`src/rtl/complex_alu.sv`:
```
// Sequential complex ALU feeding the register bank write port: one shared signed
// 32x32 multiplier, time-multiplexed over MUL (4 products) and MAG2 (2 products).
module complex_alu #(
  parameter int FRAC = 0
) (
  input  logic        clock,
  input  logic        reset,
  input  logic        start,
  input  logic [2:0]  op,
  input  logic [63:0] opA,
  input  logic [63:0] opB,
  input  logic [3:0]  dsel,
  output logic        busy,
  output logic        done,
  output logic        wen,
  output logic [3:0]  wsel,
  output logic [63:0] result,
  output logic        ovf
);

  typedef enum logic [2:0] {IDLE, EXEC, MUL0, MUL1, MUL2, MUL3, SQ0, SQ1} state_t;

  localparam logic [2:0] OP_ADD  = 3'b000;
  localparam logic [2:0] OP_SUB  = 3'b001;
  localparam logic [2:0] OP_MUL  = 3'b010;
  localparam logic [2:0] OP_CONJ = 3'b011;
  localparam logic [2:0] OP_MAG2 = 3'b100;
  localparam logic [2:0] OP_NEG  = 3'b101;

  state_t             state, state_nxt;
  logic [2:0]         op_q;
  logic signed [31:0] ar, ai, br, bi;
  logic signed [65:0] acc_re, acc_im, re_nxt, im_nxt, prod_ext;
  logic signed [31:0] mul_x, mul_y;
  logic signed [63:0] prod;
  logic [32:0]        ex_re, ex_im, fin_re, fin_im;

  // {overflow, value}: accumulator scaled by FRAC (floor) and checked for signed 32-bit range
  function automatic logic [32:0] scale_fit(input logic signed [65:0] acc);
    logic signed [65:0] sh;
    sh = acc >>> FRAC;
    return {(sh[65:31] != {35{sh[31]}}), sh[31:0]};
  endfunction

  function automatic logic [32:0] negate(input logic signed [31:0] x);
    logic signed [31:0] n;
    n = -x;
    return {(x == 32'sh8000_0000), n};
  endfunction

  function automatic logic [32:0] add_sub(input logic signed [31:0] a,
                                          input logic signed [31:0] b,
                                          input logic sub);
    logic signed [31:0] s;
    logic               v;
    s = sub ? (a - b) : (a + b);
    v = sub ? ((a[31] != b[31]) && (s[31] != a[31]))
            : ((a[31] == b[31]) && (s[31] != a[31]));
    return {v, s};
  endfunction

  // Operand selection for the shared multiplier follows the product schedule
  always_comb begin
    mul_x = ar;
    mul_y = br;
    case (state)
      MUL1:    begin mul_x = ai; mul_y = bi; end
      MUL2:    begin mul_x = ar; mul_y = bi; end
      MUL3:    begin mul_x = ai; mul_y = br; end
      SQ0:     begin mul_x = ar; mul_y = ar; end
      SQ1:     begin mul_x = ai; mul_y = ai; end
      default: ;
    endcase
  end

  assign prod     = mul_x * mul_y;
  assign prod_ext = {{2{prod[63]}}, prod};

  always_comb begin
    re_nxt = acc_re;
    im_nxt = acc_im;
    case (state)
      MUL0, SQ0, SQ1: re_nxt = acc_re + prod_ext;
      MUL1:           re_nxt = acc_re - prod_ext;
      MUL2, MUL3:     im_nxt = acc_im + prod_ext;
      default: ;
    endcase
  end

  assign fin_re = scale_fit(re_nxt);
  assign fin_im = scale_fit(im_nxt);

  always_comb begin
    ex_re = {1'b0, ar};
    ex_im = {1'b0, ai};
    case (op_q)
      OP_ADD:  begin ex_re = add_sub(ar, br, 1'b0); ex_im = add_sub(ai, bi, 1'b0); end
      OP_SUB:  begin ex_re = add_sub(ar, br, 1'b1); ex_im = add_sub(ai, bi, 1'b1); end
      OP_CONJ: ex_im = negate(ai);
      OP_NEG:  begin ex_re = negate(ar); ex_im = negate(ai); end
      default: ;
    endcase
  end

  always_comb begin
    state_nxt = state;
    busy      = (state != IDLE);
    case (state)
      IDLE: begin
        if (start) begin
          case (op)
            OP_MUL:  state_nxt = MUL0;
            OP_MAG2: state_nxt = SQ0;
            default: state_nxt = EXEC;
          endcase
        end
      end
      MUL0:    state_nxt = MUL1;
      MUL1:    state_nxt = MUL2;
      MUL2:    state_nxt = MUL3;
      SQ0:     state_nxt = SQ1;
      default: state_nxt = IDLE;
    endcase
  end

  assign wen = done;

  always_ff @(posedge clock or negedge reset) begin
    if (!reset) begin
      state  <= IDLE;
      op_q   <= '0;
      ar     <= '0;
      ai     <= '0;
      br     <= '0;
      bi     <= '0;
      acc_re <= '0;
      acc_im <= '0;
      done   <= 1'b0;
      wsel   <= '0;
      result <= '0;
      ovf    <= 1'b0;
    end else begin
      state <= state_nxt;
      done  <= 1'b0;
      case (state)
        IDLE: begin
          if (start) begin
            op_q   <= op;
            ar     <= opA[63:32];
            ai     <= opA[31:0];
            br     <= opB[63:32];
            bi     <= opB[31:0];
            wsel   <= dsel;
            ovf    <= 1'b0;
            acc_re <= '0;
            acc_im <= '0;
          end
        end
        EXEC: begin
          result <= {ex_re[31:0], ex_im[31:0]};
          ovf    <= ex_re[32] | ex_im[32];
          done   <= 1'b1;
        end
        MUL3, SQ1: begin
          acc_re <= re_nxt;
          acc_im <= im_nxt;
          result <= {fin_re[31:0], fin_im[31:0]};
          ovf    <= fin_re[32] | fin_im[32];
          done   <= 1'b1;
        end
        default: begin
          acc_re <= re_nxt;
          acc_im <= im_nxt;
        end
      endcase
    end
  end

endmodule

```
`config.mk`:
```
export PLATFORM = sky130hd
export DESIGN_NAME = complex_alu
export DESIGN_NICKNAME = d
export VERILOG_FILES = /design/src/rtl/complex_alu.sv
export SDC_FILE = /design/constraint.sdc
export NUM_CORES = 2
export LEC_CHECK = 0
export ABC_AREA = 1
export CAP_MARGIN = 20
export CORE_AREA = 2 2 438 440
export CTS_CLUSTER_SIZE = 12
export DETAILED_ROUTE_END_ITERATION = 8
export DIE_AREA = 0 0 440 442
export PLACE_DENSITY_LB_ADDON = 0.2
export SLEW_MARGIN = 20
export SYNTH_ARGS = -nofsm -noshare
export SYNTH_HDL_FRONTEND = slang
export SYNTH_SLANG_ARGS = --single-unit
export TNS_END_PERCENT = 50
```
`constraint.sdc`:
```
create_clock -name clock -period 13.6 [get_ports clock]
set_clock_uncertainty 0.1 [all_clocks]
set_input_delay 1.36 -clock clock [delete_from_list [all_inputs] [get_ports clock]]
set_output_delay 1.36 -clock clock [all_outputs]
set_load 0.05 [all_outputs]
```
==> run summary <==
Status = complete, but fails checks
Violated checks = design-rule violations
Req. time, crit path = 14020 ps
Startpoint Class = register
Die ar. = 194000 µm²
R2R Path Start = state[1]$_DFFE_PN0N_
Num CTS Buffers = 46
Asr flop ratio synth = 1.00
CTS Sinks = 336
Largest net degree at the start of global routing = 190
Final GP Congestion = 1.09
Worst-Margin Slew = 1230 ps
Clock transition at the registers of the reported paths = 60 ps
Fin crit share = 0.969
Worst EP arrival = 13600 ps
Die height = 442 µm
Crit path max fanout = 20
Root Buffer = clkbuf_16
Avg Cell Area, Syn = 6.99 µm²
Residual DRC = 2
Worst stage delay on the critical path = 570 ps
Setup tns final = 0 ps
Final WL = 338 mm
XOR/XNOR Fraction of Synth Area = 0.0198
H-Tree Depth = 2
Cell Area, Synth = 73500 µm²
HP Class = reg2reg
GR Util All Layers = 0.343
Initial antenna violation count = 15
WL per Instance = 25.1 µm
Starting Density = 0.388
DR vias = 74300
Ys Warns = 0
Post-Place Cells = 13400
Crit path time final = 13180 ps
Most used cell along the critical path = nand2_1
Dpl hpwl = 287 mm
CTS hold repair buffers = 0
Endpoints failing hold = 0
CP max stage cell = fa_1
Setup ws final = 418 ps
Final setup viols = 0
Die span in x = 440 µm
Vias per cell = 5.51
Crit. End Element = register
Post-Synth Simple-Gate Area = 0.252
CTS tree = done
Mapped Cells = 10500
Post-route ant nets = 0
Finished Core Util = 0.441
Hold_sp = result[3]$_DFFE_PN0P_
Ports = 210
Clock Latency Late Sink = 710 ps
Max cap viols = 0
Rel. slew slack = 0.172
Number of global-route vias before repair = 73800
DRT iter0 DRCs = 7252
Final net count = 12600
Grt total ovfl = 0
Adder-cell area share of the yosys netlist = 0.371
Crit path launch = state[1]$_DFFE_PN0N_
FP Rows = 160
Share of layout cells above drive strength 1 = 0.0764
Syn nets = 12200
Post-Place Setup Slack = 125 ps
Netlist cell types = 71
Post-synth EDFFs = 0
Synth Area in Compound Gates = 0.123
Post-synthesis sequential area ratio = 0.114
Post-Layout Cell Count = 13500
Drt pass-1 iters = 9
Core region area = 190000 µm²
Final Slew Violations = 0
Synth Register Bits = 336
First-pass GRT wire length = 490 mm
RSZ-0062 raised after global routing = false
Largest family of logic cells by synthesized area = adder cells
Mux share of post-synthesis cell area = 0.00153
Max Clk Rate = 75.9 MHz
CTS Buffer Depth = 3
Synthesis-to-layout area growth = 13.7%
PortBufs = 209
Setup CP Type = reg2reg
Primary FF master, synth = dfrtp_1
[stage by stage]
stage	hold WS, ps	instance area [µm²]
after floorplan	399	73500
after global placement	367	81400
after detailed placement	365	81400
after CTS	388	83100
after global routing	404	83600
final	382	83600
[cell type report]
cell class | instances | area [µm²]
clock buffers | 58 | 1250
clock inverters | 27 | 487
multi-input cells | 7879 | 56900
well taps | 2511 | 3140
inverters | 1942 | 7350
fillers | 19700 | 106000
diodes | 6 | 15.0
repair buffers | 721 | 6110
flip-flops and latches | 336 | 8410
[cells in the mapped netlist (7+ instances only)]
master | n | area share
nor3_2 | 8 | 0.0011
o21a_1 | 31 | 0.0032
xnor2_1 | 34 | 0.0040
nand4_1 | 102 | 0.0087
o41ai_1 | 12 | 0.0014
and2_1 | 9 | 0.00077
clkinv_1 | 25 | 0.0013
a21boi_0 | 10 | 0.0010
o31ai_1 | 14 | 0.0014
nor4_1 | 39 | 0.0033
a22oi_1 | 33 | 0.0034
o21ai_1 | 61 | 0.0042
o22ai_1 | 59 | 0.0050
nand3_2 | 9 | 0.0012
or2_2 | 26 | 0.0022
nand2_1 | 2420 | 0.12
o2111ai_1 | 7 | 0.00083
ha_1 | 441 | 0.075
dfrtp_1 | 336 | 0.11
o221ai_1 | 8 | 0.00095
nor3_1 | 89 | 0.0061
and3_1 | 7 | 0.00060
inv_1 | 1889 | 0.096
a21o_1 | 16 | 0.0016
inv_2 | 26 | 0.0013
a31oi_1 | 39 | 0.0033
o211ai_1 | 21 | 0.0021
buf_1 | 20 | 0.0010
nor2_2 | 22 | 0.0019
nand2_2 | 12 | 0.0010
o21bai_1 | 38 | 0.0039
nand3b_1 | 37 | 0.0038
xor2_1 | 122 | 0.015
mux2_2 | 10 | 0.0015
nor2_1 | 1327 | 0.068
clkbuf_1 | 334 | 0.017
fa_1 | 1088 | 0.30
a21oi_1 | 516 | 0.035
buf_2 | 9 | 0.00061
o21ai_0 | 758 | 0.052
nand3_1 | 396 | 0.027
[worst max-delay path: cells and delay by family, from the launching register on]
kind                       cells  cell delay (ps)
xor gates and xnor gates       1              130
and+or+nand+nor               26             3640
AOI/OAI and AO/OA              8             1560
buffers and inverters         15             2160
adders and majority gates     10             4800
DFF                            1              520
[layout by cell type (no fill, tap or decap), types with 11 or more instances in the layout]
cell / n
nand3b_1: 37
a21o_1: 16
buf_12: 11
nor3_1: 88
nor4_1: 35
fa_1: 1088
buf_4: 491
o22ai_1: 59
nand3_2: 12
a31oi_1: 38
nand2_2: 14
ha_1: 436
nor2_2: 29
o21ai_1: 42
o21bai_1: 38
nand4_1: 102
o21ai_2: 30
xor2_1: 120
o21ai_0: 739
clkbuf_16: 46
o21ai_4: 13
nor2_1: 1315
a22oi_1: 32
o211ai_1: 21
or2_2: 26
inv_2: 31
a21oi_1: 511
inv_1: 1875
xnor2_1: 34
clkinvlp_4: 16
o21a_1: 31
clkdlybuf4s50_1: 208
nand3_1: 393
clkinv_1: 17
o31ai_1: 13
nand2_1: 2416
dfrtp_1: 334
[kinds of logic (layout without fill, tap and decap cells)]
group | Yosys count | count (layout)
AO/OA/AOI/OAI | 1654 | 1654
XOR/XNOR | 161 | 161
adder cells (fa/ha/maj) | 1529 | 1529
other | 0 | 6
buffers and inverters | 2312 | 2748
multiplexers | 10 | 10
AND/OR/NAND/NOR | 4525 | 4525
flip-flops | 336 | 336
[state kept, by name, indices dropped and copies added, names as in the netlist, 3 cells and up]
register,count
acc_im,66
op_q,3
state,3
result,64
ai,32
br,32
bi,32
wsel,4
acc_re,66
ar,32
[layer usage]
metal,share of wire,GRT usage,vias to the layer above
li1,-,-,33500
met1,0.41,0.457,36700
met2,0.45,0.533,3362
met3,0.086,0.0588,653
met4,0.061,0.173,6
met5,0.00014,0,-
[path summary, 6_finish.rpt]
path	endpoint	slack, ps	depth (start not counted)
setup reg to reg	ovf$_DFFE_PN0P_	420	60
max in group asynchronous	result[46]$_DFFE_PN0P_	10360	3
setup / recovery	ovf$_DFFE_PN0P_	420	60
hold reg to reg	result[3]$_DFFE_PN0P_	380	2
hold / removal	result[3]$_DFFE_PN0P_	380	2
min in group asynchronous	acc_im[60]$_DFFE_PN0P_	580	1
[what timing repair did]
action / CTS / global route
setup endpoints to repair: 0 / 4
gates resized for setup: 0 / 81
buffers inserted: 0 / 19
Power is not shown: default switching activity piles up to over one toggle a cycle in this logic, so the estimate is an artifact.
